`config.mk`:
```
export PLATFORM = sky130hd
export DESIGN_NAME = bin2bcd_seq16
export DESIGN_NICKNAME = d
export VERILOG_FILES = /design/src/rtl/bin2bcd_seq16_pkg.sv /design/src/rtl/bin2bcd_seq16_bcd_digit_adj.sv /design/src/rtl/bin2bcd_seq16.sv
export SDC_FILE = /design/constraint.sdc
export NUM_CORES = 1
export LEC_CHECK = 0
export ABC_CLOCK_PERIOD_IN_PS = 1200
export CORE_MARGIN = 3
export CORE_UTILIZATION = 56
export CTS_CLUSTER_DIAMETER = 150
export DETAILED_ROUTE_END_ITERATION = 10
export DONT_BUFFER_PORTS = 1
export PLACE_DENSITY = 0.74
export SLEW_MARGIN = 20
export SYNTH_ARGS = -nofsm -noshare
export SYNTH_HDL_FRONTEND = slang
export SYNTH_HIERARCHICAL = 1
export SYNTH_SLANG_ARGS = --single-unit
```
`constraint.sdc`:
```
create_clock -name CLOCK_50 -period 1.2 [get_ports CLOCK_50]
set_input_delay 0.12 -clock CLOCK_50 [delete_from_list [all_inputs] [get_ports CLOCK_50]]
set_output_delay 0.12 -clock CLOCK_50 [all_outputs]
set_load 0.01 [all_outputs]
```
`src/rtl/bin2bcd_seq16_pkg.sv`:
```
// Shared definitions for the sequential binary-to-BCD converter:
// FSM state encodings, default sizing and the per-digit adjust rule.
package bin2bcd_seq16_pkg;

    localparam int DEF_WIDTH  = 16;
    localparam int DEF_DIGITS = 5;

    // S_DONE keeps the same encoding used by the other multi-cycle display helpers
    typedef enum logic [1:0] {
        S_IDLE = 2'd0,
        S_CONV = 2'd1,
        S_DONE = 2'd2
    } state_t;

    // Double-dabble correction: a digit of 5 or more would become >= 10 after
    // the next doubling, so add 3 now so that the carry lands in the next nibble
    function automatic logic [3:0] adjust_nibble(input logic [3:0] nibble);
        return (nibble >= 4'd5) ? (nibble + 4'd3) : nibble;
    endfunction

endpackage

```
`src/rtl/bin2bcd_seq16_bcd_digit_adj.sv`:
```
// One BCD digit's add-3 correction slice, applied before every shift.
module bcd_digit_adj
    import bin2bcd_seq16_pkg::*;
(
    input  logic [3:0] din,
    output logic [3:0] dout
);

    // Purely combinational correction of a single nibble
    always_comb begin
        dout = adjust_nibble(din);
    end

endmodule

```
`src/rtl/bin2bcd_seq16.sv`:
```
// Sequential shift-and-add-3 binary-to-BCD converter. One conversion takes
// WIDTH shift cycles plus a DONE cycle that publishes the result; bcd only
// changes on that DONE cycle so downstream digit decoders never see partials.
module bin2bcd_seq16
    import bin2bcd_seq16_pkg::*;
#(
    parameter int WIDTH  = DEF_WIDTH,
    parameter int DIGITS = DEF_DIGITS
) (
    input  logic                  CLOCK_50,
    input  logic                  reset,
    input  logic                  start,
    input  logic [WIDTH-1:0]      bin,
    output logic                  busy,
    output logic                  done,
    output logic [4*DIGITS-1:0]   bcd
);

    localparam int BCD_W  = 4 * DIGITS;
    localparam int SR_W   = BCD_W + WIDTH;
    localparam int ITER_W = $clog2(WIDTH + 1);

    localparam logic [ITER_W-1:0] ITER_LAST = ITER_W'(WIDTH - 1);
    localparam logic [ITER_W-1:0] ITER_MAX  = ITER_W'(WIDTH);
    localparam logic [ITER_W-1:0] ITER_ONE  = ITER_W'(1);

    state_t              state_q, state_d;
    logic [SR_W-1:0]     sr_q, sr_d;
    logic [SR_W-1:0]     sr_adj;
    logic [ITER_W-1:0]   iter_q, iter_d;
    logic [BCD_W-1:0]    bcd_q, bcd_d;
    logic                done_q, done_d;

    // The binary part passes through untouched; only the BCD nibbles are adjusted
    assign sr_adj[WIDTH-1:0] = sr_q[WIDTH-1:0];

    for (genvar g = 0; g < DIGITS; g++) begin : g_digit
        bcd_digit_adj u_adj (
            .din  (sr_q[WIDTH + 4*g +: 4]),
            .dout (sr_adj[WIDTH + 4*g +: 4])
        );
    end

    // Next-state logic: load on accepted start, adjust-and-shift while converting,
    // publish the BCD field and pulse done for one cycle at the end
    always_comb begin
        state_d = state_q;
        sr_d    = sr_q;
        iter_d  = iter_q;
        bcd_d   = bcd_q;
        done_d  = 1'b0;
        unique case (state_q)
            S_IDLE: begin
                if (start) begin
                    sr_d    = {{BCD_W{1'b0}}, bin};
                    iter_d  = '0;
                    state_d = S_CONV;
                end
            end
            S_CONV: begin
                sr_d   = sr_adj << 1;
                iter_d = (iter_q != ITER_MAX) ? (iter_q + ITER_ONE) : iter_q;
                if (iter_q == ITER_LAST) begin
                    state_d = S_DONE;
                end
            end
            S_DONE: begin
                bcd_d   = sr_q[SR_W-1 -: BCD_W];
                done_d  = 1'b1;
                state_d = S_IDLE;
            end
            default: begin
                state_d = S_IDLE;
            end
        endcase
    end

    // State register; reset aborts any conversion in flight without a done pulse
    always_ff @(posedge CLOCK_50) begin
        if (reset) begin
            state_q <= S_IDLE;
            sr_q    <= '0;
            iter_q  <= '0;
            bcd_q   <= '0;
            done_q  <= 1'b0;
        end else begin
            state_q <= state_d;
            sr_q    <= sr_d;
            iter_q  <= iter_d;
            bcd_q   <= bcd_d;
            done_q  <= done_d;
        end
    end

    assign busy = (state_q != S_IDLE);
    assign done = done_q;
    assign bcd  = bcd_q;

endmodule

```
==> impl_metrics.toml <==
[placement]
placed_cells = 405
pre_cts_ws_ns = -0.0802
place_congestion = 0.774
hpwl_um = 3980
portBuffers = 0
placed_area_um2 = 3240

[finish]
area_delta_synth_final_pct = 33.5
drive_above_1_share_pct = 31.4
fin_area_um2 = 3890
instances_no_fill = 440
diodes = 0
final_util_pct = 79.8
fin_nets = 400

[global_route]
grt_pass1_wl_um = 11400
grt_start_max_net_pins = 30
antenna_found_initial = 0
overflow = 0
grt.total_usage_pct = 23.6
first_global_vias = 2412

[sta]
slew-limit-headroom_pct = 70.3
whs_ns = -0.156
setup_viol = 14
worstMarginPinSlew_ns = 0.445
hold_viol = 23
rsz0062_at_grt = "yes"
period_share_pct = 108
setup_ws_ns = -0.102
fin_worst_skew_ns = 0.00783
maxSlewViolCount = 0
max_freq_ghz = 0.768
period_minus_slack_ns = 1.30
fin_tns_setup_ns = -0.614

[clock_tree]
root_buffer = "clkbuf_8"
path_clk_slew_ns = 0.07
numCtsBuffers = 9
clock_latency_ns = 0.35
clock-sinks = 64
hold_buffers = 14
cts_htree_levels = 3
cts_tree = "built"
clockBufferDepth = 2

[status]
status = "finished, violations left"
violations = "hold timing, setup timing"

[detailed_routing]
avgRoutedWirePerCell_um = 16.2
first_iter_violations = 120
drc = 0
antenna_left = 0
viasPerCell = 5.55
dr.pass1.iters = 5
totalWireLength_um = 7120
vias = 2441

[worst_setup_path]
cp_slowest_cell = "dfxtp_2"
path_class = "reg2reg"
path_cells = "inv_4 > ha_4 > nand2b_4 > a21oi_4 > xnor2_1 > a22o_1"
cp-start-kind = "flop"
arrival_ns = 1.54
cp_data_required_time_ns = 1.44
crit_fanout = 3
regToRegSetupSlack_ns = -0.10
slowest_delay_ns = 0.35
crit_path_end_kind = "flop"

[die]
row_count = 25
core_um2 = 4880
io_pins = 41
dieArea_um2 = 6110
die_h_um = 78.2
die_width_um = 78.2
initial_utilization_pct = 59.8

[pwr]
power_mw = 4.37
powerDensity_nw_per_um2 = 1120
p_leak_nw = 1.55
ir_drop_v = 0.000954

[min_path]
hold_path_class = "in2reg"

[synth]
syn_area_um2 = 2920
syn_area_per_cell_um2 = 9.00
synth_cells = 324
syn_nets = 356
ys_warn_count = 6

[job]
cap_violations = 0
[worst max-delay path: cells and delay by family (launching register included)]
family	cells	cell delay, ns
compound gates	2	0.39
flops	1	0.35
buf+inv	1	0.05
simple gates	1	0.15
fa+ha+maj	1	0.15
xor+xnor	1	0.10
[placed cells by master, fill, tap and decap left out, types with 7 or more instances in the layout]
cell type       n
nor2_1          8
o21ai_0        17
nand2_1        60
a21oi_1        35
a22o_1         21
o21ai_1         7
clkbuf_8        9
dlygate4sd3_1  14
dfxtp_4         8
ha_4           12
dfxtp_1        50
mux2i_1        21
buf_4          28
[sequential cells by signal, indices dropped and copies added (netlist names)]
register  flops
sr_q         36
bcd          20
done          1
state_q       2
iter_q        5
[cell type report]
class | count | area (um2)
sequential | 64 | 1320
inverter | 16 | 75.1
tap | 67 | 83.8
clock inverter | 6 | 60.1
fill | 301 | 985
clock buffer | 10 | 128
multi-input combinational | 225 | 1750
timing repair buffer | 52 | 478
[final timing paths]
| kind | cells past startpoint | to | start |
|---|---|---|---|
| max | 6 | sr_q[25]$_SDFFE_PP0P_ | sr_q[25]$_SDFFE_PP0P_ |
| min | 1 | state_q[0]$_SDFFE_PP0P_ | reset |
| max reg2reg | 6 | sr_q[25]$_SDFFE_PP0P_ | sr_q[25]$_SDFFE_PP0P_ |
| min reg2reg | 1 | sr_q[16]$_SDFFE_PP0P_ | sr_q[15]$_SDFFE_PP0P_ |
[where the power goes]
group	leakage [nW]	switching, mW	internal (mW)
sequential	0.529	0.0411	2.17
combinational	0.930	0.169	0.183
clock	0.0920	0.866	0.948
total	1.55	1.08	3.30
[timing repair]
| item | 4_1_cts | 5_1_grt |
|---|---|---|
| pin swaps | 8 | 13 |
| gates resized for setup | 31 | 38 |
| endpoints found under the setup margin | 27 | 41 |
| endpoints found under the hold margin | 38 | 23 |
| gates cloned | 0 | 1 |
| buffers inserted | 2 | 2 |
[routing by layer]
| metal | part of all wire (%) | up-vias | GRT usage [%] | routed length, um |
|---|---|---|---|---|
| met5 | 0 | - | 0 | 0 |
| met4 | 1.7 | 0 | 12.6 | 123 |
| met3 | 6.4 | 13 | 5.73 | 456 |
| met2 | 52 | 79 | 39.6 | 3740 |
| met1 | 39 | 1144 | 27.8 | 2810 |
| li1 | - | 1205 | - | - |
No activity file was read; power rests on OpenSTA's default activity.
